--- src/rtl/chan_mux_reg_pkg.sv ---
// chan_mux_pkg: mode encodings and select-width helper shared by chan_mux_reg, rr_grant and chan_mux_reg_if
package chan_mux_pkg;
  localparam logic MODE_FIXED = 1'b0;
  localparam logic MODE_RR = 1'b1;
  function automatic int sel_w(input int n);
    return (n < 2) ? 1 : $clog2(n);
  endfunction
endpackage

--- src/rtl/chan_mux_reg_if.sv ---
// chan_mux_reg_if: producer/consumer bus (mode, sel, in_valid/in_data/in_ready, out_valid/out_data/out_ready, out_chan with CHAN_ID_EN); slave=mux, master=environment
interface chan_mux_reg_if
  import chan_mux_pkg::*;
#(
  parameter int WIDTH = 4,
  parameter int CHANNELS = 4
);
  localparam int SEL_W = sel_w(CHANNELS);
  logic mode;
  logic [SEL_W-1:0] sel;
  logic [CHANNELS-1:0] in_valid;
  logic [CHANNELS*WIDTH-1:0] in_data;
  logic [CHANNELS-1:0] in_ready;
  logic out_valid;
  logic [WIDTH-1:0] out_data;
  logic out_ready;
`ifdef CHAN_ID_EN
  logic [SEL_W-1:0] out_chan;
  modport slave(input mode, sel, in_valid, in_data, out_ready, output in_ready, out_valid, out_data, out_chan);
  modport master(output mode, sel, in_valid, in_data, out_ready, input in_ready, out_valid, out_data, out_chan);
`else
  modport slave(input mode, sel, in_valid, in_data, out_ready, output in_ready, out_valid, out_data);
  modport master(output mode, sel, in_valid, in_data, out_ready, input in_ready, out_valid, out_data);
`endif
endinterface

--- src/rtl/chan_mux_reg_rr_grant.sv ---
// rr_grant: combinational grant (in_valid, ptr, mode, sel -> grant, g); fixed select or round-robin scan from ptr
module rr_grant
  import chan_mux_pkg::*;
#(
  parameter int CHANNELS = 4,
  parameter int SEL_W = sel_w(CHANNELS)
) (
  input  logic [CHANNELS-1:0] in_valid,
  input  logic [SEL_W-1:0]    ptr,
  input  logic                mode,
  input  logic [SEL_W-1:0]    sel,
  output logic                grant,
  output logic [SEL_W-1:0]    g
);
  logic rr_hit;
  logic [SEL_W-1:0] rr_g;
  logic fx_hit;
  always_comb begin
    rr_hit = 1'b0;
    rr_g = '0;
    for (int k = 0; k < CHANNELS; k++) begin
      int idx;
      idx = int'(ptr) + k;
      if (idx >= CHANNELS) idx -= CHANNELS;
      if (!rr_hit && in_valid[idx]) begin
        rr_hit = 1'b1;
        rr_g = SEL_W'(idx);
      end
    end
  end
  assign fx_hit = (int'(sel) < CHANNELS) ? in_valid[sel] : 1'b0;
  assign grant = (mode == MODE_RR) ? rr_hit : fx_hit;
  assign g = (mode == MODE_RR) ? rr_g : sel;
endmodule

--- src/rtl/chan_mux_reg.sv ---
// chan_mux_reg: N-channel registered selector with valid/ready on clk/reset/bus(slave); out_chan present only with CHAN_ID_EN
module chan_mux_reg
  import chan_mux_pkg::*;
#(
  parameter int WIDTH = 4,
  parameter int CHANNELS = 4
) (
  input logic clk,
  input logic reset,
  chan_mux_reg_if.slave bus
);
  localparam int SEL_W = sel_w(CHANNELS);
  logic grant;
  logic [SEL_W-1:0] g;
  logic load_en;
  logic xfer;
  logic out_valid_q, out_valid_d;
  logic [WIDTH-1:0] out_data_q, out_data_d;
  logic [SEL_W-1:0] ptr_q, ptr_d;
  rr_grant #(.CHANNELS(CHANNELS), .SEL_W(SEL_W)) u_grant (
    .in_valid(bus.in_valid),
    .ptr(ptr_q),
    .mode(bus.mode),
    .sel(bus.sel),
    .grant(grant),
    .g(g)
  );
  assign load_en = !out_valid_q || bus.out_ready;
  assign xfer = grant && load_en && !reset;
  assign bus.in_ready = xfer ? (CHANNELS'(1) << g) : '0;
  always_comb begin
    out_valid_d = xfer ? 1'b1 : (bus.out_ready ? 1'b0 : out_valid_q);
    out_data_d = xfer ? bus.in_data[g*WIDTH +: WIDTH] : out_data_q;
    ptr_d = (xfer && bus.mode == MODE_RR) ? ((int'(g) == CHANNELS - 1) ? '0 : SEL_W'(int'(g) + 1)) : ptr_q;
  end
  always_ff @(posedge clk) begin
    if (reset) begin
      out_valid_q <= 1'b0;
      out_data_q <= '0;
      ptr_q <= '0;
    end else begin
      out_valid_q <= out_valid_d;
      out_data_q <= out_data_d;
      ptr_q <= ptr_d;
    end
  end
  assign bus.out_valid = out_valid_q;
  assign bus.out_data = out_data_q;
`ifdef CHAN_ID_EN
  logic [SEL_W-1:0] out_chan_q;
  always_ff @(posedge clk) begin
    if (reset) out_chan_q <= '0;
    else if (xfer) out_chan_q <= g;
  end
  assign bus.out_chan = out_chan_q;
`endif
endmodule
--- src/flat_wrapper.sv ---
// flat-port wrapper written by rule: the top's interface ports become plain ports
module chan_mux_reg_flat import chan_mux_pkg::*;
#(
  parameter int WIDTH = 4,
  parameter int CHANNELS = 4
)
  (clk, reset, bus_mode, bus_sel, bus_in_valid, bus_in_data, bus_out_ready, bus_in_ready, bus_out_valid, bus_out_data);
  chan_mux_reg_if #(.WIDTH(WIDTH), .CHANNELS(CHANNELS)) bus_i ();
  input logic clk;
  input logic reset;
  input wire logic [$bits(bus_i.mode)-1:0] bus_mode;
  input wire logic [$bits(bus_i.sel)-1:0] bus_sel;
  input wire logic [$bits(bus_i.in_valid)-1:0] bus_in_valid;
  input wire logic [$bits(bus_i.in_data)-1:0] bus_in_data;
  input wire logic [$bits(bus_i.out_ready)-1:0] bus_out_ready;
  output wire logic [$bits(bus_i.in_ready)-1:0] bus_in_ready;
  output wire logic [$bits(bus_i.out_valid)-1:0] bus_out_valid;
  output wire logic [$bits(bus_i.out_data)-1:0] bus_out_data;
  assign bus_i.mode = bus_mode;
  assign bus_i.sel = bus_sel;
  assign bus_i.in_valid = bus_in_valid;
  assign bus_i.in_data = bus_in_data;
  assign bus_i.out_ready = bus_out_ready;
  assign bus_in_ready = bus_i.in_ready;
  assign bus_out_valid = bus_i.out_valid;
  assign bus_out_data = bus_i.out_data;
  chan_mux_reg #(.WIDTH(WIDTH), .CHANNELS(CHANNELS)) u_core (.clk(clk), .reset(reset), .bus(bus_i));
endmodule
--- config.mk ---
export PLATFORM = sky130hd
export DESIGN_NAME = chan_mux_reg_flat
export DESIGN_NICKNAME = d
export VERILOG_FILES = /design/src/rtl/chan_mux_reg_pkg.sv /design/src/rtl/chan_mux_reg_if.sv /design/src/rtl/chan_mux_reg_rr_grant.sv /design/src/rtl/chan_mux_reg.sv /design/src/flat_wrapper.sv
export SDC_FILE = /design/constraint.sdc
export NUM_CORES = 1
export LEC_CHECK = 0
export ABC_AREA = 1
export CORE_MARGIN = 1.5
export CORE_UTILIZATION = 44
export DETAILED_ROUTE_END_ITERATION = 7
export HOLD_SLACK_MARGIN = 0.05
export PLACE_DENSITY = 0.83
export SYNTH_ARGS = -nofsm -noshare
export SYNTH_HDL_FRONTEND = slang
export SYNTH_SLANG_ARGS = --single-unit
--- constraint.sdc ---
create_clock -name clk -period 4.3 [get_ports clk]
set_clock_uncertainty 0.2 [all_clocks]
set_input_delay 0.86 -clock clk [delete_from_list [all_inputs] [get_ports clk]]
set_output_delay 0.86 -clock clk [all_outputs]
set_load 0.005 [all_outputs]
==> results <==
- Max-cap violations in this run came to 0.
- The slack of the worst reg-to-reg path is 1.96 ns.
- Setup repair after global routing left no endpoint under its margin.
- Across every metal layer, demand over resource in global routing totals between 20% and 30%.
- The via count is around 1000.
- The chip height is about 45 µm.
- For this block, the initial DRC count from the detailed router was 10.
- The routed design has approximately 2100 µm of wire.
- The layout overhead on the synthesized area is 49.6%.
- Summed over all nets, the switching power comes to about 0.12 mW.
- The initial antenna violation count is 0.
- The share of the Yosys chip area taken by registers is 17.8%.
- The global-route wire length before repair is about 3400 µm.
- For the worst setup path, the data required time is ~3.2 ns.
- Data arrives at the worst endpoint at 3.02 ns.
- Using the TritonRoute via totals, the vias-per-cell ratio works out to about 4.9.
- The clock net in this run drives a total of 7 sinks.
- CTS built an H-tree with a depth of 1.
- The residual overflow from global routing is 0.
- Summed over all failing endpoints, the final setup total negative slack is 0 ns.
- The leakage dissipation is about 0.6 nW.
- For the worst-skew pair, the clock arrives at the later sink with an insertion delay of about 0.26 ns.
- Once detailed placement completed, the half-perimeter wirelength came to approximately 1800 µm.
- After clock tree synthesis, the clock-pin slew on the worst setup and hold paths is about 0.060 ns.
- In this run, CTS created clock tree buffers numbering 3.
- The count of nets left with antenna violations once routing finished came out at 0.
- Counting every instance in the synthesized netlist gives 148.
- The netlist uses 19 different library cells.
- Sequential cells burn about a quarter of the power.
- The final number of max-transition violations is 0.
- The average wire per standard cell is ~10 µm.
- Once the clock tree was built, the resizer swapped 0 gates to a different size.
- In the final layout, the share of cells above drive strength 1 is approximately 11%.
- The number of warning messages in the yosys log is 0.
- The largest buffer count on any clock path is 2.
- The number of remaining DRC errors is 0.
- Power spread over the standard cell area amounts to 255 mW/mm².
- The total chip power is 0.300 mW.
- The worst slew slack as a fraction of its limit is 74.3%.
- The min-delay analysis places its worst path in the category reg -> reg.
- Counting instances, the worst hold path has a depth of 2.
- The run finished with clean final reports.
- The worst setup path is launched from an input port.
- The core region is approximately 0.0017 mm².
- The count of cells along the worst register-to-register path is 15.
- The startpoint identified for the worst register-to-register timing path is u_core.ptr_q[0].
- The buffers inserted during post-CTS setup optimization is 0.
- The top achievable clock speed is approximately 250 MHz.
- The die is about 45 µm wide.
- The worst setup path category is in -> out.
- The beginning of the worst hold path is u_core.bus.out_valid.
- The number of I/O port buffers is 34.
- The average instance area after synthesis is 5.32 µm².
- The number of failing hold endpoints at the final stage was 0.
- After synthesis the cells add up to around 800 µm².
- The final net count is ~210.
- The final cycle utilization of the critical path is between 90 and 100%.
- The kind of capture point of the worst setup path is an output port.
- Before CTS, the worst setup slack after placement is approximately 0.25 ns.
- After routing the design area is around 0.0012 mm².
- The power share of the combinational group is ~53%.
- The die area is 0.00205 mm².
- The via count of the first global-routing pass was approximately 900.
- The post-route minimum period is ~4.1 ns.
- Hold repair after CTS inserted 0 buffers.
- The transition time at the pin with the least slew margin is around 0.38 ns.
- The pre-antenna-repair detailed-routing pass consisted of 4 iterations.
- Summing all placed instances gives a cell area of about 0.0012 mm².
- The register bit total from synthesis is 7.
- The fraction of post-synthesis cell area in the top cell type by area is roughly 25%.
- The number of nets in the synthesized netlist is ~170.
- Internal power comes to between 0.15 and 0.2 mW.
- The count of inserted antenna diode cells is 0.
- The end of the worst register-to-register path is u_core.bus.out_data[0].
- The switching share of power is between 30% and 40%.
- The power share of the clock group is about a fifth.
- The maximum ir drop on the vdd rail is around 220 µV.
- The routability-driven placement congestion ratio is ~0.91.
- The hold path endpoint is u_core.bus.out_valid.
- The largest net degree at the start of global routing is 12.
- The peak fanout along the critical path is 5.
- The final-report setup violation count is 0.
- The root cell of the clock tree is clkbuf_4.
- Sorting the synthesized cells by area gives the leading types as nand2_1, dfxtp_1, nand3_1.
- The TritonCTS clock tree is built.
- The I/O pin count is 35.
- The initialized floorplan defines 15 standard-cell rows.
- The initial utilization of the core area, before any placement, comes to a little under half.
- After layout, the worst setup slack is between 0.2 and 0.25 ns.
- The cell accounting for the most synthesized area is nand2_1.
-- power by group through the flow --
stage | clock (mW) | sequential, mW | combinational, mW
6_report | 0.0623 | 0.0782 | 0.159
5_1_grt | 0.0674 | 0.0789 | 0.177
4_1_cts | 0.0636 | 0.0782 | 0.160
3_5_place_dp | 0 | 0.0797 | 0.159
3_3_place_gp | 0 | 0.0793 | 0.155
2_1_floorplan | 0 | 0.0778 | 0.100
-- cell usage after synthesis --
cell type / number
a211oi_1: 1
dfxtp_1: 7
o21ai_1: 1
a21oi_1: 4
nor2_4: 1
nor3_1: 3
nor2_2: 2
nand2_2: 8
nand3_2: 2
nand4_1: 2
buf_6: 2
inv_2: 2
nand2_1: 53
inv_1: 18
a21boi_1: 1
nand3_1: 20
o21ai_0: 5
nor2_1: 15
o211ai_1: 1
-- logic make-up after synthesis --
group / Yosys count / share of synthesized area, %
AND/OR/NAND/NOR: 106 / 60.6
buffers and inverters: 22 / 12.4
AO/OA/AOI/OAI: 13 / 9.22
flip-flops: 7 / 17.8
-- worst max-delay path, stage by stage --
cell and delay, ns:
clkdlybuf4s50_1 0.45, inv_1 0.10, nand2_1 0.09, nand3_2 0.12, nand2_2 0.09, nor2_4 0.15
nand3_1 0.08, nand2_1 0.08, nand3_2 0.10, nand2_2 0.13, inv_1 0.10, nor3_1 0.15
clkdlybuf4s50_1 0.53
-- metal layers --
layer | GRT usage, % | share of wire (%) | vias to the layer above
met5 | 0 | 0 | -
met4 | 0 | 0 | 0
met3 | 7.20 | 6.5 | 0
met2 | 44.3 | 52 | 38
met1 | 23.2 | 41 | 456
li1 | - | - | 547
-- stage by stage --
step,hold WS [ns],cells,utilization (%)
final,0.312,211,68.9
after global routing,0.359,211,68.9
after CTS,0.313,211,68.9
after detailed placement,0.306,207,67.4
after global placement,0.287,207,67.4
after floorplan,0.275,148,-
-- worst max path at each step --
stage	startpoint	endpoint	slack [ns]
2_1_floorplan	bus_in_valid[2]	bus_in_ready[3]	1.34
3_3_place_gp	bus_in_valid[3]	bus_in_ready[3]	0.31
3_5_place_dp	bus_in_valid[1]	bus_in_ready[2]	0.25
4_1_cts	bus_in_valid[1]	bus_in_ready[3]	0.22
5_1_grt	bus_in_valid[1]	bus_in_ready[2]	0.08
6_report	bus_in_valid[1]	bus_in_ready[3]	0.22
-- cells in the final DEF (no fill, tap or decap) --
cell type        count
nand2_1             53
clkdlybuf4s50_1     34
nand3_1             20
inv_1               18
nor2_1              15
nand2_2              8
dfxtp_1              7
o21ai_0              5
a21oi_1              4
nor3_1               3
clkbuf_4             3
nand4_1              2
inv_2                2
nand3_2              2
nor2_2               2
buf_4                2
o211ai_1             1
o21ai_1              1
nor2_4               1
a21boi_1             1
a211oi_1             1
clkbuf_1             1
-- flip-flops by register name (all words and copies together), names as in the netlist --
register              cells
u_core.ptr_q              2
u_core.bus.out_data       4
u_core.bus.out_valid      1
-- final cells by class --
class / instances / area, µm²
Multi-Input combinational cell: 119 / 549
Fill cell: 151 / 531
Timing Repair Buffer: 36 / 355
Sequential cell: 7 / 140
Inverter: 20 / 75.1
Tap cell: 25 / 31.3
Clock buffer: 4 / 26.3
Note: power is estimated with default switching activity, not from simulation.
